## src/rtl/byte_lane_pkg.sv

```systemverilog
// Shared byte-lane types for the 16-bit byteena write path: strobe codes,
// packer state encoding and the write payload carried by the output slot.
package byte_lane_pkg;

  localparam int unsigned BYTE_W = 8;
  localparam int unsigned WORD_W = 16;
  localparam int unsigned BE_W   = 2;

  localparam logic [BE_W-1:0] BE_NONE = 2'b00;
  localparam logic [BE_W-1:0] BE_LO   = 2'b01;
  localparam logic [BE_W-1:0] BE_HI   = 2'b10;
  localparam logic [BE_W-1:0] BE_BOTH = 2'b11;

  typedef enum logic {
    ST_EMPTY = 1'b0,
    ST_HALF  = 1'b1
  } state_t;

  typedef struct packed {
    logic [WORD_W-1:0] data;
    logic [BE_W-1:0]   be;
  } wr_word_t;

  function automatic wr_word_t make_word(input logic [BYTE_W-1:0] hi,
                                         input logic [BYTE_W-1:0] lo,
                                         input logic [BE_W-1:0]   be);
    wr_word_t w;
    w.data = {hi, lo};
    w.be   = be;
    return w;
  endfunction

endpackage

```

## src/rtl/byte_lane_packer_flush_timer.sv

```systemverilog
// Saturating idle counter; expires after TIMEOUT enabled cycles since clear.
// TIMEOUT=0 keeps the counter parked at zero and never expires.
module flush_timer #(
  parameter int unsigned TIMEOUT = 15
) (
  input  logic clk,
  input  logic reset,
  input  logic i_clear,
  input  logic i_enable,
  output logic o_expired_c
);

  localparam int unsigned CNT_W   = (TIMEOUT == 0) ? 1 : $clog2(TIMEOUT + 1);
  localparam logic [CNT_W-1:0] CNT_MAX = CNT_W'(TIMEOUT);
  localparam logic ENABLED = (TIMEOUT != 0);

  logic [CNT_W-1:0] r_count;

  always_ff @(posedge clk or posedge reset) begin
    if (reset) begin
      r_count <= '0;
    end else if (i_clear) begin
      r_count <= '0;
    end else if (ENABLED && i_enable && (r_count != CNT_MAX)) begin
      r_count <= r_count + CNT_W'(1);
    end
  end

  assign o_expired_c = ENABLED && (r_count == CNT_MAX);

endmodule

```

## src/rtl/byte_lane_packer.sv

```systemverilog
// Packs an 8-bit valid/ready byte stream into 16-bit byteena writes,
// flushing a lone low byte on packet end or after an idle timeout.
module byte_lane_packer
  import byte_lane_pkg::*;
#(
  parameter int unsigned FLUSH_TIMEOUT = 15
) (
  input  logic                clk,
  input  logic                reset,
  input  logic                in_valid,
  output logic                in_ready,
  input  logic [BYTE_W-1:0]   in_byte,
  input  logic                in_last,
  input  logic                in_odd,
  output logic                wr_valid,
  input  logic                wr_ready,
  output logic [WORD_W-1:0]   wr_data,
  output logic [BE_W-1:0]     wr_byteena
);

  state_t              r_state;
  logic [BYTE_W-1:0]   r_hold;
  wr_word_t            r_slot;
  logic                r_wr_valid;

  logic w_slot_free;
  logic w_accept;
  logic w_expired;
  logic w_flush;
  logic w_timer_clear;
  logic w_timer_en;

  // The slot can take a new word when empty or when it drains this cycle.
  assign w_slot_free   = !r_wr_valid || wr_ready;
  assign w_accept      = in_valid && w_slot_free;
  assign w_flush       = (r_state == ST_HALF) && !w_accept && w_expired && w_slot_free;
  assign w_timer_clear = (r_state == ST_EMPTY) || w_accept || w_flush;
  assign w_timer_en    = (r_state == ST_HALF) && !w_accept;

  flush_timer #(
    .TIMEOUT (FLUSH_TIMEOUT)
  ) u_flush_timer (
    .clk         (clk),
    .reset       (reset),
    .i_clear     (w_timer_clear),
    .i_enable    (w_timer_en),
    .o_expired_c (w_expired)
  );

  always_ff @(posedge clk or posedge reset) begin
    if (reset) begin
      r_state    <= ST_EMPTY;
      r_hold     <= '0;
      r_slot     <= '0;
      r_wr_valid <= 1'b0;
    end else begin
      if (r_wr_valid && wr_ready) begin
        r_wr_valid <= 1'b0;
      end
      // A new word loaded below overrides the drain above (no bubble).
      if (w_accept) begin
        case (r_state)
          ST_EMPTY: begin
            if (in_odd) begin
              r_slot     <= make_word(in_byte, 8'h00, BE_HI);
              r_wr_valid <= 1'b1;
            end else if (in_last) begin
              r_slot     <= make_word(8'h00, in_byte, BE_LO);
              r_wr_valid <= 1'b1;
            end else begin
              r_hold  <= in_byte;
              r_state <= ST_HALF;
            end
          end
          ST_HALF: begin
            r_slot     <= make_word(in_byte, r_hold, BE_BOTH);
            r_wr_valid <= 1'b1;
            r_state    <= ST_EMPTY;
          end
          default: r_state <= ST_EMPTY;
        endcase
      end else if (w_flush) begin
        r_slot     <= make_word(8'h00, r_hold, BE_LO);
        r_wr_valid <= 1'b1;
        r_state    <= ST_EMPTY;
      end
    end
  end

  assign in_ready   = w_slot_free;
  assign wr_valid   = r_wr_valid;
  assign wr_data    = r_slot.data;
  assign wr_byteena = r_slot.be;

endmodule

```

## config.mk

```make
export PLATFORM = sky130hd
export DESIGN_NAME = byte_lane_packer
export DESIGN_NICKNAME = d
export VERILOG_FILES = /design/src/rtl/byte_lane_pkg.sv /design/src/rtl/byte_lane_packer_flush_timer.sv /design/src/rtl/byte_lane_packer.sv
export SDC_FILE = /design/constraint.sdc
export NUM_CORES = 1
export LEC_CHECK = 0
export ABC_CLOCK_PERIOD_IN_PS = 2800
export BUFFER_PORTS_ARGS = -buffer_cell sky130_fd_sc_hd__buf_2
export CORE_ASPECT_RATIO = 1.5
export CORE_UTILIZATION = 49
export CTS_CLUSTER_DIAMETER = 50
export DETAILED_ROUTE_END_ITERATION = 10
export GPL_ROUTABILITY_DRIVEN = 0
export PLACE_DENSITY = 0.73
export SYNTH_ARGS = -nofsm -noshare
export SYNTH_HDL_FRONTEND = slang
export SYNTH_SLANG_ARGS = --single-unit
```

## constraint.sdc

```tcl
create_clock -name clk -period 2.8 [get_ports clk]
set_clock_uncertainty 0.05 [all_clocks]
set_input_delay 0.14 -clock clk [delete_from_list [all_inputs] [get_ports clk]]
set_output_delay 0.14 -clock clk [all_outputs]
set_load 0.005 [all_outputs]
```

==> results.md, run 1 <==
- Avg Vias per Cell: slightly above 6
- Hold path cells: 2
- # IOs: 34
- Post-route cell area: 1803 sq um
- Clock buffer depth: 2
- Worst Hold Class: in2reg
- Area Growth Syn to Fin: 15.46%
- Cells after DPL: 194
- Total placed instance area: 1703 sq um
- Total GRT Usage: 25.20%
- Pwr Total: 1343 uW
- WS Path Type: reg2reg
- Post-synth cell types: 39
- Fillers: between 200 and 250
- Worst Path Max Fanout: 15
- Share of cells above drive strength 1: roughly 32%
- Site row count: 24
- Tmin final: about 2.2 ns
- Sum Neg Setup Slack: 0 ns
- Setup violators final: 0
- Chip width: 48.09 um
- Power Dens Cells: 745.0 nW/um^2
- Max_cap viols: 0
- Die Y-Extent: 71.14 um
- Remaining antenna violation count: 0
- Slew margin rel.: between 60% and 70%
- R2r worst-path depth: 3
- Synthesized area: 1561 sq um
- Avg Cell Area, Syn: 11.65 sq um
- Core Box Area: just under 3000 sq um
- RSZ-0062 raised after global routing: false
- Routed length per instance: 16.77 um
- Gr ovfl total: 0
- Final core utilization: 60.65%
- Post-synth EDFFs: 0
- Clk_lat worst skew: 0.28 ns
- DP Wirelength: approximately 2400 um
- Vias in the first global route: 1,222
- Clk sinks: 32
- Pin count of the biggest net entering global routing: 33
- First-pass GRT wire length: 5968 um
- Max Slew Vio Count: 0
- Synthesized instance count: ~130
- Worst VDD drop: 0.0004976 V
- ANT cells: 0
- Post-route DRC violation count: 0
- CTS tree: yes
- H-tree Lvls: 2
- Inserted Clock Buffers: 5
- Synth warnings: 0
- P_leak: approximately 0.00084 uW
- Clock-pin slew on the worst setup and hold paths: 0.07 ns
- Register area share after synthesis: 51.28%
- Initial antenna violation count: 0
- Post-cts sizing count: 0
- Die ar.: 3421 sq um
- Via count: around 1,200
- Crit path DAT: 2.28 ns
- Primary FF master, synth: dfrtp_1
- Critical path launch point type: flop
- Syn nets: 149
- Status: finished, final reports clean
- WP data required: 2.91 ns
- Fin cells: 203
- CP Capture Type: flop
- Async S/R FF share, synth: 100.0%
- Initial Utilization: a little over half
- Post-Route WL: 3405 um
- Max Clk Rate: 461.0 MHz
- DRT Pass-1 Iters: 4
- #FFs+latches synth: 32
- Fin nets: 178
- Drt initial violations: 65
- Final hold violation count: 0
- Final worst path period share: slightly below 80%
- Port bufs: 33
- Clock root buffer: clkbuf_8
- Slew @ Worst Pin: 0.5398 ns
[placed cells by master, fill, tap and decap left out, types with 2 or more instances in the layout]
master and n:
a22o_1 8, a31oi_1 9, a41oi_1 8, buf_2 33
clkbuf_1 2, clkbuf_8 6, dfrtp_1 32, mux2_4 8
nand2_1 10, nand3_1 3, o21ai_0 10, or4_1 7
or4b_1 2
[flip-flops by register name (all words and copies together) (netlist names)]
signal,flops
wr_byteena,2
wr_valid,1
wr_data,16
r_hold,8
r_state,1
u_flush_timer.r_count,4
[critical path: stages, from the launching register on]
cell      delay, ns
dfrtp_1        0.51
nand2b_1       0.34
or4_1          0.74
mux2_4         0.40
[where the power goes]
group          total, uW  switching (uW)  leakage, uW  internal [uW]
clock                361             160    0.0000455            200
sequential           647            71.5     0.000387            576
combinational        335             151     0.000410            184
total               1340             383     0.000842            960
[routing by layer]
metal	part of all wire (%)	global-route usage [%]
met5	0	0
met4	2.5	13.27
met3	4.1	7.143
met2	53	38.29
met1	40	31.30
[through the flow]
stage	hold slack [ns]	worst slack, ns
after floorplan	0.2062	1.199
after global placement	0.1851	0.7351
after detailed placement	0.2008	0.6586
after CTS	0.05004	0.6351
after global routing	0.06116	0.4910
final	0.05428	0.6310
[cell families (layout without fill, tap and decap cells)]
family | after synthesis | in the layout | synth area share, %
AO/OA/AOI/OAI | 44 | 44 | 20.51
adder cells (fa/ha/maj) | 1 | 1 | 0.8012
buffers and inverters | 15 | 45 | 5.608
flip-flops | 32 | 32 | 51.28
multiplexers | 9 | 9 | 8.334
AND/OR/NAND/NOR | 33 | 33 | 13.46
[layout make-up]
cell class / count / area, sq um / share of cell area, %
Clock buffer: 8 / 90.09 / 4.997
Inverter: 2 / 7.507 / 0.4164
Multi-Input combinational cell: 87 / 673.1 / 37.34
Sequential cell: 32 / 800.8 / 44.41
Tap cell: 39 / 48.80 / 2.706
Timing Repair Buffer: 35 / 182.7 / 10.13
[cell usage after synthesis, types with 2 or more instances]
cell	n	area, sq um
a22o_1	8	70.07
or4b_1	2	20.02
or4_1	7	52.55
nand2_1	10	37.54
clkbuf_1	3	11.26
nand3_1	3	15.01
o21ai_0	10	50.05
mux2_4	8	120.1
buf_2	6	30.03
a31oi_1	9	56.30
dfrtp_1	32	800.8
buf_6	2	22.52
a41oi_1	8	70.07
[repair_timing]
action	CTS	global route
hold endpoints to repair	32	0
hold buffers	1	0
setup buffers	0	0
[final timing paths]
| check | start | end | slack (ns) |
|---|---|---|---|
| worst max-delay path | r_state | r_hold[7] | 0.63 |
| worst min-delay path | in_byte[7] | wr_data[15] | 0.05 |
| worst max register to register | r_state | r_hold[7] | 0.63 |
| worst min register to register | wr_byteena[1] | wr_byteena[1] | 0.43 |
| max in group asynchronous | reset | wr_byteena[0] | 1.96 |
| min in group asynchronous | reset | wr_data[15] | 0.43 |
(Power assumes the default switching activity.)
==> run 2, diff against run 1 <==
ABC_CLOCK_PERIOD_IN_PS = 2100   (was 2800)
clock period = 2.1 ns   (was 2.8 ns; I/O delays follow)
==> run 2 against run 1 <==
  * Core utilization rose by 0.76 points
  * Register-to-register slack got worse by 0.47 ns
  * Via count fell by 1.8%
  * Sequential power rose by 32%
  * Clock power rose by 29%
  * Setup slack got worse by 0.47 ns
  * Maximum frequency rose by 12%
  * Critical path depth rose by 1
  * Global-route usage fell by 1.5 points
  * Critical endpoint is now wr_data[9]
==> results.md, run 2 (same netlist as run 1, synthesis figures left out) <==
- Status: finished, final reports clean (unchanged)
- Post-Route WL: 3461 um (was 3405 um)
- Setup violators final: 0 (unchanged)
- Sum Neg Setup Slack: 0 ns (unchanged)
- Tmin final: 1.937 ns (was 2.169 ns)
- Site row count: 24 (unchanged)
- P_leak: 0.0008564 uW (was 0.0008422 uW)
- Max_cap viols: 0 (unchanged)
- Worst Path Max Fanout: 11 (was 15)
- Avg Vias per Cell: 5.937 (was 6.138)
- First-pass GRT wire length: 5664 um (was 5968 um)
- Initial antenna violation count: 0 (unchanged)
- Clock root buffer: clkbuf_8 (unchanged)
- Hold_buf cts: 1 (unchanged)
- Worst VDD drop: 0.0006873 V (was 0.0004976 V)
- Most common cell after layout, fill and taps aside: buf_2 (unchanged)
- RSZ-0062 raised after global routing: false (unchanged)
- Clk sinks: 32 (unchanged)
- Final worst path period share: 92.26% (was 77.46%)
- H-tree Lvls: 2 (unchanged)
- Routed length per instance: 16.80 um (was 16.77 um)
- Post-route cell area: 1826 sq um (was 1803 sq um)
- Remaining antenna violation count: 0 (unchanged)
- Drt initial violations: 44 (was 65)
- Gr ovfl total: 0 (unchanged)
- Power Dens Cells: 977.4 nW/um^2 (was 745.0 nW/um^2)
- Die Y-Extent: 71.14 um (unchanged)
- Pin count of the biggest net entering global routing: 33 (unchanged)
- Die ar.: 3421 sq um (unchanged)
- CP Capture Type: flop (unchanged)
- Slew @ Worst Pin: 0.4201 ns (was 0.5398 ns)
- Worst Hold Class: in2reg (unchanged)
- Final core utilization: 61.41% (was 60.65%)
- WS Path Type: reg2reg (unchanged)
- Total placed instance area: 1725 sq um (was 1703 sq um)
- ANT cells: 0 (unchanged)
- Area Growth Syn to Fin: 16.91% (was 15.46%)
- Critical path launch point type: flop (unchanged)
- Total GRT Usage: 23.69% (was 25.20%)
- DRT Pass-1 Iters: 4 (unchanged)
- Fin nets: 181 (was 178)
- CTS tree: yes (unchanged)
- Cells after DPL: 197 (was 194)
- Share of cells above drive strength 1: 33.53% (was 32.32%)
- Core Box Area: 2973 sq um (unchanged)
- Post-cts sizing count: 0 (unchanged)
- Final hold violation count: 0 (unchanged)
- Initial Utilization: 52.53% (unchanged)
- Clock-pin slew on the worst setup and hold paths: 0.06 ns (was 0.07 ns)
- Post-route DRC violation count: 0 (unchanged)
- Max Clk Rate: 516.1 MHz (was 461.0 MHz)
- DP Wirelength: 2482 um (was 2411 um)
- Max reg flops: 16 (unchanged)
- Via count: 1,223 (was 1,246)
- Chip width: 48.09 um (unchanged)
- Clock buffer depth: 2 (unchanged)
- Slew margin rel.: 71.93% (was 64.01%)
- Commonest cells after routing, fill and taps aside: buf_2, dfrtp_1, nand2_1, o21ai_0, a31oi_1 (unchanged)
- Fillers: 260 (was 245)
- Final hold slack: 0.02865 ns (was 0.05428 ns)
- Clk_lat worst skew: 0.27 ns (was 0.28 ns)
- Vias in the first global route: 1,234 (was 1,222)
- Fin cells: 206 (was 203)
- Inserted Clock Buffers: 5 (unchanged)
- # IOs: 34 (unchanged)
- Port bufs: 33 (unchanged)
- Crit path DAT: 2.05 ns (was 2.28 ns)
- Post-CTS Setup Inserts: 0 (unchanged)
- WP data required: 2.21 ns (was 2.91 ns)
- Max Slew Vio Count: 0 (unchanged)
run 2: worst paths after layout:
| path | startpoint | to | slack, ns | depth (start not counted) |
|---|---|---|---|---|
| worst max-delay path | u_flush_timer.r_count[0] | wr_data[9] | 0.16 | 4 |
| worst min-delay path | in_byte[7] | wr_data[15] | 0.03 | 2 |
| worst max register to register | u_flush_timer.r_count[0] | wr_data[9] | 0.16 | 4 |
| worst min register to register | wr_byteena[1] | wr_byteena[1] | 0.44 | 1 |
| max in group asynchronous | reset | wr_data[8] | 1.31 | 4 |
| min in group asynchronous | reset | r_hold[7] | 0.40 | 4 |
run 2: area by class of cell:
type	instances	area [sq um]	area share, %
clock buffers	8	90.09	4.935
inverters	2	7.507	0.4112
multi-input cells	87	673.1	36.87
flip-flops and latches	32	800.8	43.87
well taps	39	48.80	2.673
repair buffers	38	205.2	11.24
run 2: routing by layer:
| metal | vias to the layer above | part of all wire [%] | global-route usage (%) |
|---|---|---|---|
| met5 | - | 0 | 0 |
| met3 | 5 | 4.9 | 5.102 |
| li1 | 577 | - | - |
| met4 | 0 | 0.95 | 9.259 |
| met1 | 598 | 40 | 28.21 |
| met2 | 43 | 54 | 39.64 |
run 2: worst max-delay path, cell delays in order, from the launching register on:
cell     delay [ns]
dfrtp_1        0.41
ha_1           0.28
a31o_1         0.39
nand4_2        0.35
a22o_1         0.34
run 2: per-stage QoR:
stage | setup WS, ns | power (uW)
after CTS | 0.1370 | 1808
after global routing | 0.03238 | 1896
after global placement | 0.2969 | 1307
final | 0.1625 | 1784
after floorplan | 0.4988 | 1142
after detailed placement | 0.1696 | 1330
run 2: power breakdown:
group          internal, uW  total [uW]  switching [uW]
logic                   251         462             211
registers               768         857            88.8
clock network           267         465             199
==> run 3, diff against run 2 <==
SETUP_SLACK_MARGIN = 0.2   (was default)
==> run 3 against run 2 <==
  * Core utilization rose by 0.34 points
  * Register-to-register slack better by 0.17 ns
  * Global-route usage about the same
  * Largest power group unchanged
  * Critical path type unchanged
==> results.md, run 3 (same netlist as run 1, synthesis figures left out) <==
- Fin cells: 206 (unchanged)
- Worst VDD drop: 0.0006884 V (was 0.0006873 V)
- Post-route DRC violation count: 0 (unchanged)
- Crit path DAT: 1.87 ns (was 2.05 ns)
- Tmin final: 1.764 ns (was 1.937 ns)
- Critical register-to-register path endpoint: r_hold[5] (was wr_data[9])
- WHS Endpoint: wr_data[15] (unchanged)
- CTS tree: yes (unchanged)
- Clk_lat worst skew: 0.28 ns (was 0.27 ns)
- CP Buf/Inv Count: 1 (was 0)
- Via count: 1,250 (was 1,223)
- Die ar.: 3421 sq um (unchanged)
- Commonest cells after routing, fill and taps aside: buf_2, dfrtp_1, nand2_1, o21ai_0, a31oi_1 (unchanged)
- Share of cells above drive strength 1: 34.73% (was 33.53%)
- Worst Hold Class: in2reg (unchanged)
- Gr ovfl total: 0 (unchanged)
- Final worst path period share: 84.00% (was 92.26%)
- Drt initial violations: 32 (was 44)
- Final hold slack: 0.02206 ns (was 0.02865 ns)
- CP Capture Type: flop (unchanged)
- Worst r2r src: wr_valid (was u_flush_timer.r_count[0])
- Clock buffer depth: 2 (unchanged)
- Total GRT Usage: 23.64% (was 23.69%)
- Post-Route WL: 3478 um (was 3461 um)
- Crit path max-delay cell type: or4_1 (was dfrtp_1)
- Fin nets: 181 (unchanged)
- Max_cap viols: 0 (unchanged)
- Port bufs: 33 (unchanged)
- Cells after DPL: 197 (unchanged)
- Clock-pin slew on the worst setup and hold paths: 0.06 ns (about the same)
- DP Wirelength: 2482 um (unchanged)
- WS Path Type: reg2reg (unchanged)
- Fillers: 262 (was 260)
- Clk sinks: 32 (unchanged)
- Worst Path Max Fanout: 22 (was 11)
- Remaining antenna violation count: 0 (unchanged)
- Dpl ws: 0.1696 ns (unchanged)
- Setup violators final: 0 (unchanged)
- DRT Pass-1 Iters: 4 (unchanged)
- Initial antenna violation count: 0 (unchanged)
- Sum Neg Setup Slack: 0 ns (unchanged)
- First-pass GRT wire length: 5658 um (was 5664 um)
- Reg2Reg Setup Slack: 0.34 ns (was 0.16 ns)
- Area Growth Syn to Fin: 17.55% (was 16.91%)
- Slew margin rel.: 71.78% (was 71.93%)
- Avg Vias per Cell: 6.068 (was 5.937)
- Routed length per instance: 16.88 um (was 16.80 um)
- Clock root buffer: clkbuf_8 (unchanged)
- Critical path's top delay family: simple AND/OR/NAND/NOR gates (was compound AO/OA/AOI/OAI gates)
- Max reg flops: 16 (unchanged)
- # IOs: 34 (unchanged)
- R2r worst-path depth: 4 (unchanged)
- Crit path cell chain: nor2b_4 > or4_1 > buf_4 > mux2_4 (was ha_1 > a31o_1 > nand4_2 > a22o_1)
- WP data required: 2.21 ns (about the same)
- H-tree Lvls: 2 (unchanged)
- Pin count of the biggest net entering global routing: 33 (unchanged)
- Hold path cells: 2 (unchanged)
- RSZ-0062 raised after global routing: false (unchanged)
- Final hold violation count: 0 (unchanged)
- Pwr Total: 1791 uW (was 1784 uW)
- Vias in the first global route: 1,233 (was 1,234)
- Site row count: 24 (unchanged)
- P_leak: 0.0008565 uW (was 0.0008564 uW)
- Most common cell after layout, fill and taps aside: buf_2 (unchanged)
- Power Dens Cells: 975.8 nW/um^2 (was 977.4 nW/um^2)
- Slew @ Worst Pin: 0.4225 ns (was 0.4201 ns)
- Post-CTS Setup Inserts: 0 (unchanged)
- Setup slack after layout: 0.3360 ns (was 0.1625 ns)
- Worst path max stage delay: 0.51 ns (was 0.41 ns)
- Hold_sp: in_byte[7] (unchanged)
- Chip width: 48.09 um (unchanged)
- Core Box Area: 2973 sq um (unchanged)
- Initial Utilization: 52.53% (unchanged)
- Die Y-Extent: 71.14 um (unchanged)
- Critical path launch point type: flop (unchanged)
- Max Clk Rate: 566.9 MHz (was 516.1 MHz)
- Status: finished, final reports clean (unchanged)
- ANT cells: 0 (unchanged)
- Inserted Clock Buffers: 5 (unchanged)
- Max Slew Vio Count: 0 (unchanged)
## run 3: worst max-delay path by stage
stage,startpoint,end,slack [ns],depth (start not counted)
floorplan,wr_valid,r_hold[0],0.50,4
detailed placement,u_flush_timer.r_count[0],wr_data[9],0.17,4
global route,u_flush_timer.r_count[0],wr_byteena[0],0.26,4
CTS,u_flush_timer.r_count[1],wr_data[4],0.19,4
global placement,u_flush_timer.r_count[1],wr_data[9],0.30,4
finish,wr_valid,r_hold[5],0.34,4
## run 3: timing repair
item | in CTS | in global routing
gates resized for setup | 1 | 2
hold endpoints to repair | 32 | 0
cloned | 0 | 0
hold buffers | 1 | 0
endpoints found under the setup margin | 8 | 17
## run 3: routing by layer
metal	vias up	track usage, %	routed length (um)	share of wire, %
met1	620	28.72	1404	40
met2	45	39.04	1870	54
met3	6	5.102	156	4.5
met4	0	9.259	46	1.3
li1	579	-	-	-
met5	-	0	0	0
## run 3: layout make-up
class | count | area, sq um | share of cell area, %
Clock buffer | 8 | 90.09 | 4.908
Tap cell | 39 | 48.80 | 2.658
Multi-Input combinational cell | 87 | 683.2 | 37.22
Timing Repair Buffer | 38 | 205.2 | 11.18
Sequential cell | 32 | 800.8 | 43.63
Inverter | 2 | 7.507 | 0.4090
## run 3: metrics by stage
stage	util (%)	cell area (sq um)
3_3_place_gp	58.04	1725
6_report	61.74	1836
3_5_place_dp	58.04	1725
2_1_floorplan	-	1562
5_1_grt	61.74	1836
4_1_cts	61.70	1834
## run 3: power by group
group          switching (uW)  internal [uW]
Combinational             212            253
Sequential               89.8            768
Clock                     201            267
